File: src/rtl/fifo_wr_arbiter_if.sv
// fifo_wr_arbiter_if: requester-side and FIFO-side signals of fifo_wr_arbiter
interface fifo_wr_arbiter_if #(
  parameter int NUM_IN   = 4,
  parameter int DAT_BITS = 8
);
  localparam int IDW = $clog2(NUM_IN) > 1 ? $clog2(NUM_IN) : 1;
  logic [NUM_IN-1:0]               i_val;
  logic [NUM_IN-1:0][DAT_BITS-1:0] i_dat;
  logic [NUM_IN-1:0]               i_eop;
  logic [NUM_IN-1:0]               o_rdy;
  logic                            o_val;
  logic [DAT_BITS-1:0]             o_dat;
  logic                            o_eop;
  logic [IDW-1:0]                  o_id;
  logic                            i_rdy;
  logic                            o_busy;
  logic                            o_err;
  modport slave (
    input  i_val, i_dat, i_eop, i_rdy,
    output o_rdy, o_val, o_dat, o_eop, o_id, o_busy, o_err
  );
  modport master (
    output i_val, i_dat, i_eop, i_rdy,
    input  o_rdy, o_val, o_dat, o_eop, o_id, o_busy, o_err
  );
endinterface

File: src/rtl/fifo_wr_arbiter.sv
// fifo_wr_arbiter: packet-locked round-robin arbiter for a FIFO write port; FIFO_ARB_PRIO_EN gives channel 0 strict priority
module fifo_wr_arbiter #(
  parameter int NUM_IN   = 4,
  parameter int DAT_BITS = 8,
  parameter int MAX_PKT  = 256
) (
  input  logic              i_clk,
  input  logic              i_rst,
  fifo_wr_arbiter_if.slave  bus
);
  localparam int IDW = $clog2(NUM_IN) > 1 ? $clog2(NUM_IN) : 1;
  localparam int CW  = $clog2(MAX_PKT + 1);
  typedef enum logic {IDLE, LOCK} state_t;
  state_t         state, state_n;
  logic [IDW-1:0] g, g_n, lg, lg_n, pick, idx;
  logic [CW-1:0]  cnt, cnt_n;
  logic           rdy_g, acc, at_max, last;
  assign rdy_g      = state == LOCK && (!bus.o_val || bus.i_rdy);
  assign acc        = rdy_g && bus.i_val[g];
  assign at_max     = cnt == CW'(MAX_PKT - 1);
  assign last       = acc && (bus.i_eop[g] || at_max);
  assign bus.o_rdy  = rdy_g ? NUM_IN'(1) << g : '0;
  assign bus.o_busy = state == LOCK;
  // scan from farthest to nearest so the channel right after lg wins
  always_comb begin
    pick = lg;
    idx  = lg;
    for (int i = NUM_IN; i >= 1; i--) begin
      idx = IDW'((int'(lg) + i) % NUM_IN);
      if (bus.i_val[idx]) pick = idx;
    end
`ifdef FIFO_ARB_PRIO_EN
    if (bus.i_val[0]) pick = '0;
`endif
  end
  always_comb begin
    state_n = state;
    g_n     = g;
    cnt_n   = cnt;
    lg_n    = lg;
    if (state == IDLE) begin
      if (|bus.i_val) begin
        state_n = LOCK;
        g_n     = pick;
        cnt_n   = '0;
      end
    end else if (acc) begin
      cnt_n = cnt + CW'(1);
      if (last) begin
        state_n = IDLE;
        lg_n    = g;
      end
    end
  end
  always_ff @(posedge i_clk) begin
    if (i_rst) begin
      state     <= IDLE;
      g         <= '0;
      lg        <= IDW'(NUM_IN - 1);
      cnt       <= '0;
      bus.o_val <= 1'b0;
      bus.o_dat <= '0;
      bus.o_eop <= 1'b0;
      bus.o_id  <= '0;
      bus.o_err <= 1'b0;
    end else begin
      state     <= state_n;
      g         <= g_n;
      lg        <= lg_n;
      cnt       <= cnt_n;
      bus.o_err <= acc && at_max && !bus.i_eop[g];
      if (acc) begin
        bus.o_val <= 1'b1;
        bus.o_dat <= bus.i_dat[g];
        bus.o_eop <= bus.i_eop[g] || at_max;
        bus.o_id  <= g;
      end else if (bus.i_rdy) begin
        bus.o_val <= 1'b0;
      end
    end
  end
endmodule
File: src/flat_wrapper.sv
// flat-port wrapper written by rule: the top's interface ports become plain ports
module fifo_wr_arbiter_flat 
#(
  parameter int NUM_IN   = 4,
  parameter int DAT_BITS = 8,
  parameter int MAX_PKT  = 256
)
  (i_clk, i_rst, bus_i_val, bus_i_dat, bus_i_eop, bus_i_rdy, bus_o_rdy, bus_o_val, bus_o_dat, bus_o_eop, bus_o_id, bus_o_busy, bus_o_err);
  fifo_wr_arbiter_if #(.NUM_IN(NUM_IN), .DAT_BITS(DAT_BITS)) bus_i ();
  input  logic i_clk;
  input  logic i_rst;
  input wire logic [$bits(bus_i.i_val)-1:0] bus_i_val;
  input wire logic [$bits(bus_i.i_dat)-1:0] bus_i_dat;
  input wire logic [$bits(bus_i.i_eop)-1:0] bus_i_eop;
  input wire logic [$bits(bus_i.i_rdy)-1:0] bus_i_rdy;
  output wire logic [$bits(bus_i.o_rdy)-1:0] bus_o_rdy;
  output wire logic [$bits(bus_i.o_val)-1:0] bus_o_val;
  output wire logic [$bits(bus_i.o_dat)-1:0] bus_o_dat;
  output wire logic [$bits(bus_i.o_eop)-1:0] bus_o_eop;
  output wire logic [$bits(bus_i.o_id)-1:0] bus_o_id;
  output wire logic [$bits(bus_i.o_busy)-1:0] bus_o_busy;
  output wire logic [$bits(bus_i.o_err)-1:0] bus_o_err;
  assign bus_i.i_val = bus_i_val;
  assign bus_i.i_dat = bus_i_dat;
  assign bus_i.i_eop = bus_i_eop;
  assign bus_i.i_rdy = bus_i_rdy;
  assign bus_o_rdy = bus_i.o_rdy;
  assign bus_o_val = bus_i.o_val;
  assign bus_o_dat = bus_i.o_dat;
  assign bus_o_eop = bus_i.o_eop;
  assign bus_o_id = bus_i.o_id;
  assign bus_o_busy = bus_i.o_busy;
  assign bus_o_err = bus_i.o_err;
  fifo_wr_arbiter #(.NUM_IN(NUM_IN), .DAT_BITS(DAT_BITS), .MAX_PKT(MAX_PKT)) u_core (.i_clk(i_clk), .i_rst(i_rst), .bus(bus_i));
endmodule
File: config.mk
export PLATFORM = sky130hd
export DESIGN_NAME = fifo_wr_arbiter_flat
export DESIGN_NICKNAME = d
export VERILOG_FILES = /design/src/rtl/fifo_wr_arbiter_if.sv /design/src/rtl/fifo_wr_arbiter.sv /design/src/flat_wrapper.sv
export SDC_FILE = /design/constraint.sdc
export NUM_CORES = 1
export LEC_CHECK = 0
export BUFFER_PORTS_ARGS = -buffer_cell sky130_fd_sc_hd__buf_2
export CORE_MARGIN = 2
export CORE_UTILIZATION = 44
export CTS_BUF_LIST = sky130_fd_sc_hd__clkbuf_4 sky130_fd_sc_hd__clkbuf_8
export CTS_CLUSTER_SIZE = 12
export DETAILED_ROUTE_END_ITERATION = 10
export HOLD_SLACK_MARGIN = 0.05
export PLACE_DENSITY = 0.87
export SYNTH_ARGS = -nofsm -noshare
export SYNTH_HDL_FRONTEND = slang
export SYNTH_SLANG_ARGS = --single-unit
File: constraint.sdc
create_clock -name i_clk -period 1.8 [get_ports i_clk]
set_clock_uncertainty 0.1 [all_clocks]
set_input_delay 0.27 -clock i_clk [delete_from_list [all_inputs] [get_ports i_clk]]
set_output_delay 0.27 -clock i_clk [all_outputs]
set_load 0.005 [all_outputs]
==> impl_metrics.ini, run 1 <==
[synthesis]
synth_top_flop_cell = dfxtp_1
avgSynthCellArea_um2 = 8.93
synth_nets = 207
synth_top_area_share_pct = 37.4
ys_ff_latch = 27
syn-instance-count = 162
ys_async_sr_fraction_pct = 0
synth_area_leader_cell = dfxtp_1
synth_edf_count = 0
seq_area_frac_synth_pct = 37.4
netlist_area_um2 = 1450
ys_types = 33
ys_warn_count = 0
synth_area_leaders = dfxtp_1, mux4_2, a21oi_1

[global_route]
grt_max_degree = 22
grt_pass1_wl_um = 5730
track_usage_pct = 20.4
overflow = 0
grt_pass1_vias = 1330
antenna_found_initial = 0

[power_and_ir_drop]
intPower_uw = 892
peakVddDrop_mv = 0.338
power_density_nw_per_um2 = 667
combPwrFrac_pct = 26.5
power.switching_uw = 374
clock_power_share_pct = 21.1
switching_share_pct = 29.5
power.leakage_nw = 0.800
totalPowerFinal_mw = 1.27
seq_power_share_pct = 52.4

[setup_path]
crit_type = reg -> reg
critPathLaunchType = register
critPathArrivalTime_ns = 1.90
end_kind = register
cp.required_ns = 1.97
worstPathMaxFanout = 8

[route]
wl_met2_um = 1830
vias_per_cell = 5.39
drtAntennaViolNets = 0
met1_length_um = 1570
drt_iter0_markers = 49
drc = 0
dr_total_vias = 1456
wl_per_cell_um = 13.6
dr.pass1.iters = 4
route.top_layer_used = met4
routed_wl_um = 3670
met3WireLength_um = 155

[floorplanning]
rows = 20
io_pins = 61
core_um2 = 3080
die_w_um = 61.3
die_area_um2 = 3760
initial_core_util_pct = 47.0
die_h_um = 61.3

[place]
gp_congestion = 0.843
dp.final_hpwl_um = 2900
port_buffers = 60

[job]
maxCapViolCount = 0

[clocking]
clock-sinks = 27
cts_tree = yes
clock-root-buffer = clkbuf_4
cts.path.max_buffers = 2
htree_levels = 1
clkTransAtPathRegs_ns = 0.15
holdBufCountCts = 0
post_cts_buffers = 0
clk_latency_ns = 0.33
cts_made_buffers = 3

[layout]
fill_cells = 278
register_area_um2 = 544
drive_gt1_share_pct = 43.4
area_delta_synth_final_pct = 31.2
nets = 272
layout_commonest_cell = buf_2
final_cell_mix = buf_2, nand2_1, dfxtp_1
num_antenna_cells = 0
multiInputGateArea_um2 = 875
utilization_pct = 61.7

[timing]
slew-limit-headroom_pct = 73.5
period_minus_slack_ns = 1.73
hold_slack_ns = 0.122
hold_violations = 0
timing.final.crit_share_pct = 95.9
rsz0062_at_grt = no
final.setup.tns_ns = 0
clock.fmax_mhz = 580
final_max_slew_viol_count = 0
setup-violations-final = 0
tightest_slew_ns = 0.394

[min_path]
hp-class = in -> reg

[outcome]
status = complete, no violations
-- worst paths after layout --
check,start,end,slack [ns],cells past startpoint
worst max-delay path,u_core.g[1]$_SDFFE_PP0P_,u_core.cnt[8]$_SDFFE_PP0P_,0.07,5
worst min-delay path,i_rst,u_core.lg[1]$_SDFFE_PP1P_,0.12,3
worst max register to register,u_core.g[1]$_SDFFE_PP0P_,u_core.cnt[8]$_SDFFE_PP0P_,0.07,5
worst min register to register,u_core.bus.o_dat[1]$_SDFFE_PP0P_,u_core.bus.o_dat[1]$_SDFFE_PP0P_,0.36,2
-- state kept, by name, indices dropped and copies added (netlist names) --
name               cells
u_core.bus.o_busy      1
u_core.bus.o_id        2
u_core.bus.o_eop       1
u_core.bus.o_val       1
u_core.cnt             9
u_core.lg              2
u_core.g               2
u_core.bus.o_dat       8
u_core.bus.o_err       1
-- per-stage QoR --
step | instance area, um2 | std cells | setup slack [ns]
floorplan | 1450 | 162 | 0.0798
global placement | 1830 | 266 | 0.0742
detailed placement | 1830 | 266 | 0.0343
CTS | 1870 | 270 | 0.0113
global route | 1900 | 270 | 0.00846
finish | 1900 | 270 | 0.0746
-- cells in the mapped netlist (2+ instances only) --
library cell   n
clkbuf_1       5
xor2_1         2
o21ai_0        4
mux4_2        10
inv_1          4
or4_1          2
ha_1           2
and3_1         3
nand2b_1       6
o211ai_1       2
buf_2          5
nand3_1        8
or2_2          2
dfxtp_1       27
or3_1          2
nor2_1        12
a21oi_1       21
mux2_2         2
nand2_1       27
nor3_1         3
-- power groups by stage --
stage	sequential, mW	combinational [mW]	clock, mW
after floorplan	0.666	0.206	0
after global placement	0.672	0.318	0
after detailed placement	0.673	0.326	0
after CTS	0.660	0.327	0.272
after global routing	0.670	0.368	0.304
final	0.664	0.335	0.267
-- critical path, stage by stage, from the launching register on --
cell,delay [ns]
dfxtp_2,0.38
mux4_2,0.60
nand3_4,0.15
buf_4,0.17
nand3_1,0.10
a21oi_1,0.17
-- cells by family (layout without fill, tap and decap cells) --
kind of cell / count (synthesis) / count (layout) / share of synthesized area [%]
fa+ha+maj: 2 / 2 / 1.73
mux: 12 / 12 / 17.1
simple gates: 71 / 71 / 24.7
xor+xnor: 2 / 2 / 1.21
flops: 27 / 27 / 37.4
buf+inv: 14 / 78 / 4.07
compound gates: 34 / 34 / 13.8
-- per-layer routing --
layer | global-route usage (%) | vias up
met5 | 0 | -
met4 | 10.0 | 0
met3 | 3.15 | 12
met2 | 33.4 | 41
met1 | 26.2 | 686
li1 | - | 717
-- area by class of cell --
type / count / area share (%)
clock buffers: 3 / 1.19
clock inverters: 1 / 0.396
repair buffers: 70 / 20.0
flip-flops and latches: 27 / 28.7
well taps: 44 / 2.90
multi-input cells: 121 / 46.1
inverters: 4 / 0.791
-- what timing repair did --
action,4_1_cts,5_1_grt
gates resized for setup,1,9
gates cloned,0,0
endpoints found under the setup margin,4,13
(Power assumes the default switching activity.)
==> run 2, diff against run 1 <==
--- a/config.mk
+++ b/config.mk
@@ -5,14 +5,15 @@
 export SDC_FILE = /design/constraint.sdc
 export NUM_CORES = 1
 export LEC_CHECK = 0
+export ABC_AREA = 1
 export BUFFER_PORTS_ARGS = -buffer_cell sky130_fd_sc_hd__buf_2
 export CORE_MARGIN = 2
-export CORE_UTILIZATION = 44
+export CORE_UTILIZATION = 46
 export CTS_BUF_LIST = sky130_fd_sc_hd__clkbuf_4 sky130_fd_sc_hd__clkbuf_8
 export CTS_CLUSTER_SIZE = 12
 export DETAILED_ROUTE_END_ITERATION = 10
 export HOLD_SLACK_MARGIN = 0.05
-export PLACE_DENSITY = 0.87
+export PLACE_DENSITY = 0.88
 export SYNTH_ARGS = -nofsm -noshare
 export SYNTH_HDL_FRONTEND = slang
 export SYNTH_SLANG_ARGS = --single-unit
==> run 2 against run 1 <==
- sequential share of layout area fell by 3.1 points
- die area increased by 7.3%
- worst hold slack got worse by 0.029 ns
- critical endpoint is now u_core.lg[0]$_SDFFE_PP1P_
- largest power group unchanged
- highest routed layer unchanged
==> impl_metrics.ini, run 2 <==
[outcome]
status = complete, no violations

[setup_path]
worst_path_largest_cell_delay_ns = 0.39
slowest_stage = dfxtp_2
worstPathCellList = ha_4 -> nand2_2 -> inv_2 -> nand4_1 -> nor3_2 -> ha_2 -> nand3b_1 -> nand2_2 -> nand2_1 -> nand3_1
worstPathMaxFanout = 4
end_kind = register
crit_type = reg -> reg
critPathArrivalTime_ns = 1.91
cp.required_ns = 1.92
critPathLaunchType = register
crit_top_cell = nand2_2

[layout]
final_area_um2 = 2130
top_register = u_core.cnt
area_delta_synth_final_pct = 30.4
num_antenna_cells = 0
largest_reg_flops = 9
reg_top3 = u_core.cnt: 9 flops, u_core.bus.o_dat: 8 flops
layout_commonest_cell = buf_2
nets = 357
final_cell_mix = buf_2, nand2_1, inv_1
drive_gt1_share_pct = 36.0
utilization_pct = 63.2
fill_cells = 320

[power_and_ir_drop]
totalPowerFinal_mw = 1.57
clock_power_share_pct = 17.9
intPower_mw = 1.01
power.switching_uw = 561
switching_share_pct = 35.7
power.leakage_nw = 1.09
power_density_nw_per_um2 = 738
peakVddDrop_mv = 0.379
seq_power_share_pct = 44.9
combPwrFrac_pct = 37.2

[synthesis]
netlist_area_um2 = 1630
synth_common_cells = nand2_1, dfxtp_1, inv_1
synth_top_flop_cell = dfxtp_1
ys_async_sr_fraction_pct = 0
ys_types = 32
avgSynthCellArea_um2 = 6.79
syn-instance-count = 240
synth_top_area_share_pct = 33.2
synth_nets = 285
synth_edf_count = 0
synth_area_leader_cell = dfxtp_1
synth_area_leaders = dfxtp_1, nand2_1, nand3_1
ys_warn_count = 0
seq_area_frac_synth_pct = 33.2
synth_most_common_cell = nand2_1
ys_ff_latch = 27

[clocking]
clk_latency_ns = 0.33
cts_tree = yes
holdBufCountCts = 0
htree_levels = 1
clock-root-buffer = clkbuf_4
cts_made_buffers = 3
clkTransAtPathRegs_ns = 0.14
cts.path.max_buffers = 2
clock-sinks = 27

[timing]
timing.final.crit_share_pct = 99.2
hold_violations = 0
tightest_slew_ns = 0.556
setup-violations-final = 0
slew-limit-headroom_pct = 62.9
hold_slack_ns = 0.0932
rsz0062_at_grt = yes
period_minus_slack_ns = 1.79
final_max_slew_viol_count = 0
final.setup.tns_ns = 0
clock.fmax_mhz = 560

[job]
maxCapViolCount = 0

[floorplanning]
die_area_um2 = 4040
die_w_um = 63.5
rows = 21
core_um2 = 3360
initial_core_util_pct = 48.5
io_pins = 61
die_h_um = 63.5

[min_path]
hp-class = in -> reg

[global_route]
antenna_found_initial = 0
overflow = 0
track_usage_pct = 20.7
grt_max_degree = 18
grt_pass1_vias = 1638
grt_pass1_wl_um = 6750

[route]
dr.pass1.iters = 4
vias_per_cell = 5.13
drt_iter0_markers = 125
routed_wl_um = 4270
drc = 0
drtAntennaViolNets = 0
dr_total_vias = 1832
wl_per_cell_um = 12.0

[place]
dpl_cell_area_um2 = 2000
gp_congestion = 0.855
port_buffers = 60
dp.final_hpwl_um = 3210
run 2: worst paths after layout:
check,endpoint,startpoint,slack [ns],cells past startpoint
setup / recovery,u_core.lg[0]$_SDFFE_PP1P_,u_core.cnt[1]$_SDFFE_PP0P_,0.01,10
hold / removal,u_core.cnt[6]$_SDFFE_PP0P_,i_rst,0.09,2
setup reg to reg,u_core.lg[0]$_SDFFE_PP1P_,u_core.cnt[1]$_SDFFE_PP0P_,0.01,10
hold reg to reg,u_core.bus.o_val$_SDFFE_PP0P_,u_core.bus.o_val$_SDFFE_PP0P_,0.41,2
run 2: routing by layer:
metal	share of wire (%)	track usage [%]	vias to the layer above
met2	52	37.0	70
met3	6.0	3.75	10
met5	0	0	-
met1	40	24.2	830
li1	-	-	922
met4	1.9	8.15	0
run 2: cell families (layout without fill, tap and decap cells):
| kind of cell | count (synthesis) | in the layout | share of synthesized area, % |
|---|---|---|---|
| buffers and inverters | 37 | 108 | 10.2 |
| adders and majority gates | 2 | 2 | 1.53 |
| DFF | 27 | 27 | 33.2 |
| xor gates and xnor gates | 4 | 4 | 2.15 |
| AOI/OAI and AO/OA | 47 | 47 | 18.3 |
| and+or+nand+nor | 123 | 123 | 34.6 |
run 2: layout make-up:
type                       instances  area [um2]  share of cell area [%]
clock buffer                       4        30.0                    1.41
inverter                          30         115                    5.41
multi-input combinational        176         961                    45.2
sequential                        27         544                    25.6
tap                               46        57.6                    2.71
timing repair buffer              74         418                    19.7
run 2: timing repair:
item | in CTS | in global routing
endpoints found under the setup margin | 3 | 18
hold endpoints to repair | 0 | 0
buffers inserted | 0 | 7
gates resized for setup | 2 | 11
pin swaps | 0 | 5
run 2: power by group through the flow:
| stage | logic [mW] | clock network, mW | registers (mW) |
|---|---|---|---|
| global route | 0.653 | 0.301 | 0.713 |
| detailed placement | 0.533 | 0 | 0.712 |
| floorplan | 0.362 | 0 | 0.702 |
| finish | 0.583 | 0.281 | 0.705 |
| global placement | 0.520 | 0 | 0.712 |
| CTS | 0.535 | 0.279 | 0.701 |
run 2: worst max-delay path: cells and delay by family, from the launching register on:
family	cells	cell delay (ns)
flops	1	0.39
fa+ha+maj	2	0.33
simple gates	7	0.78
buf+inv	1	0.06
run 2: per-stage QoR:
stage,instances,setup slack [ns]
after floorplan,240,0.151
after global placement,346,0.106
after detailed placement,346,0.00934
after CTS,350,0.00107
after global routing,357,-0.128
final,357,0.0147
==> run 3, diff against run 2 <==
--- a/config.mk
+++ b/config.mk
@@ -8,12 +8,12 @@
 export ABC_AREA = 1
 export BUFFER_PORTS_ARGS = -buffer_cell sky130_fd_sc_hd__buf_2
 export CORE_MARGIN = 2
-export CORE_UTILIZATION = 46
+export CORE_UTILIZATION = 45
 export CTS_BUF_LIST = sky130_fd_sc_hd__clkbuf_4 sky130_fd_sc_hd__clkbuf_8
 export CTS_CLUSTER_SIZE = 12
 export DETAILED_ROUTE_END_ITERATION = 10
 export HOLD_SLACK_MARGIN = 0.05
-export PLACE_DENSITY = 0.88
+export PLACE_DENSITY = 0.87
 export SYNTH_ARGS = -nofsm -noshare
 export SYNTH_HDL_FRONTEND = slang
 export SYNTH_SLANG_ARGS = --single-unit
==> run 3 against run 2 <==
- via count shrank 4.6%
- critical path depth is the same
- count of clock-buffer cells in the layout shrank 1
- design area shrank 2.4%
- combinational power shrank 4.3%
- setup slack gained 0.057 ns
- clock power shrank 7.8%
- sequential power shrank 1%
- critical path type unchanged
- largest cell class unchanged
==> impl_metrics.ini, run 3 (synthesized netlist as in run 2, its figures left out) <==
[global_route]
busiest_layer = met2
grt_util_met2_pct = 35.2
met1_usage_pct = 24.9
antenna_found_initial = 0
gr-usage-met3_pct = 2.64
grt_pass1_wl_um = 6800
overflow = 0
track_usage_pct = 20.1
grt_max_degree = 18
grt_pass1_vias = 1674

[route]
drtAntennaViolNets = 0
routed_wl_um = 4030
dr_total_vias = 1748
dr.pass1.iters = 4
vias_per_cell = 4.94
wl_per_cell_um = 11.4
drt_iter0_markers = 92
drc = 0

[clocking]
clock-sinks = 27
clkTransAtPathRegs_ns = 0.15
cts.path.max_buffers = 2
clock-root-buffer = clkbuf_4
htree_levels = 1
cts_made_buffers = 3
cts_tree = yes
clk_latency_ns = 0.33

[layout]
largest_reg_flops = 9
final_area_um2 = 2080
top_register = u_core.cnt
final_cell_mix = nand2_1, buf_2, inv_1
num_antenna_cells = 0
finalNonFillerCells = 354
drive_gt1_share_pct = 33.8
area_delta_synth_final_pct = 27.3
nets = 354
reg_top3 = u_core.cnt: 9 flops, u_core.bus.o_dat: 8 flops

[power_and_ir_drop]
power_density_nw_per_um2 = 729
totalPowerFinal_mw = 1.51
power.leakage_nw = 1.07
peakVddDrop_mv = 0.351

[place]
placed_cells_incl_taps = 349
dp.final_hpwl_um = 3090
post-place-ws_ns = 0.0195
port_buffers = 60
gp_congestion = 0.786
dpl_cell_area_um2 = 2020

[timing]
timing.final.crit_share_pct = 96.0
final_max_slew_viol_count = 0
setup-violations-final = 0
setup_slack_ns = 0.0720
hold_violations = 0
slew-limit-headroom_pct = 75.3
period_minus_slack_ns = 1.73
tightest_slew_ns = 0.370
clock.fmax_mhz = 579

[min_path]
hp-class = in -> reg

[floorplanning]
die_area_um2 = 4120
core_um2 = 3420
rows = 21
die_w_um = 64.2
die_h_um = 64.2
initial_core_util_pct = 47.7
io_pins = 61

[setup_path]
worstPathMaxFanout = 4
critPathLaunchType = register
critPathArrivalTime_ns = 1.84
crit_type = reg -> reg
cp.required_ns = 1.92
end_kind = register

[outcome]
status = complete, no violations

[job]
maxCapViolCount = 0
-- run 3: cell count changes in the layout (fill, tap and decap cells not counted), sizes merged --
cell    previous run  this run
buf               74        71
clkinv             0         1
clkbuf             4         3
-- run 3: layer usage --
layer / share of wire (%) / wire length (um)
met1: 46 / 1840
met5: 0 / 0
met2: 48 / 1950
met4: 1.9 / 76
met3: 4.0 / 162
-- run 3: what timing repair did --
item | 4_1_cts | 5_1_grt
hold endpoints to repair | 0 | 0
gates resized for setup | 0 | 7
buffers inserted | 0 | 1
hold buffers | 0 | 0
endpoints found under the setup margin | 0 | 6
-- run 3: final cells by class --
| cell class | count | area, um2 |
|---|---|---|
| clock buffer | 3 | 22.5 |
| clock inverter | 1 | 5.00 |
| fill | 327 | 1340 |
| inverter | 30 | 118 |
| multi-input combinational | 176 | 933 |
| sequential | 27 | 544 |
| tap | 46 | 57.6 |
| timing repair buffer | 71 | 395 |
-- run 3: worst max-delay path, cell delays in order (launching register included) --
cell	delay (ns)
dfxtp_2	0.36
ha_2	0.18
nand2_1	0.05
inv_1	0.07
nand4_1	0.12
nor3_2	0.15
ha_1	0.19
nand3b_1	0.16
nand2_2	0.10
nand2_1	0.06
a21oi_1	0.06
-- run 3: per-stage QoR --
stage	TNS (ns)	hold slack (ns)	utilization [%]
after global placement	0	0.360	59.3
after floorplan	0	0.352	-
final	0	0.114	60.8
after global routing	-0.0193	0.105	60.8
after detailed placement	0	0.360	59.3
after CTS	0	0.0970	60.1
-- run 3: path summary, 6_finish.rpt --
path,from,endpoint,slack [ns],depth (start not counted)
max,u_core.cnt[0]$_SDFFE_PP0P_,u_core.bus.o_busy$_SDFF_PP0_,0.07,10
min,bus_i_dat[26],u_core.bus.o_dat[2]$_SDFFE_PP0P_,0.11,3
max reg2reg,u_core.cnt[0]$_SDFFE_PP0P_,u_core.bus.o_busy$_SDFF_PP0_,0.07,10
min reg2reg,u_core.bus.o_eop$_SDFFE_PP0P_,u_core.bus.o_eop$_SDFFE_PP0P_,0.38,2
-- run 3: power by group --
| part | internal [mW] | switching [mW] |
|---|---|---|
| clock | 0.0833 | 0.176 |
| sequential | 0.652 | 0.0445 |
| combinational | 0.236 | 0.322 |
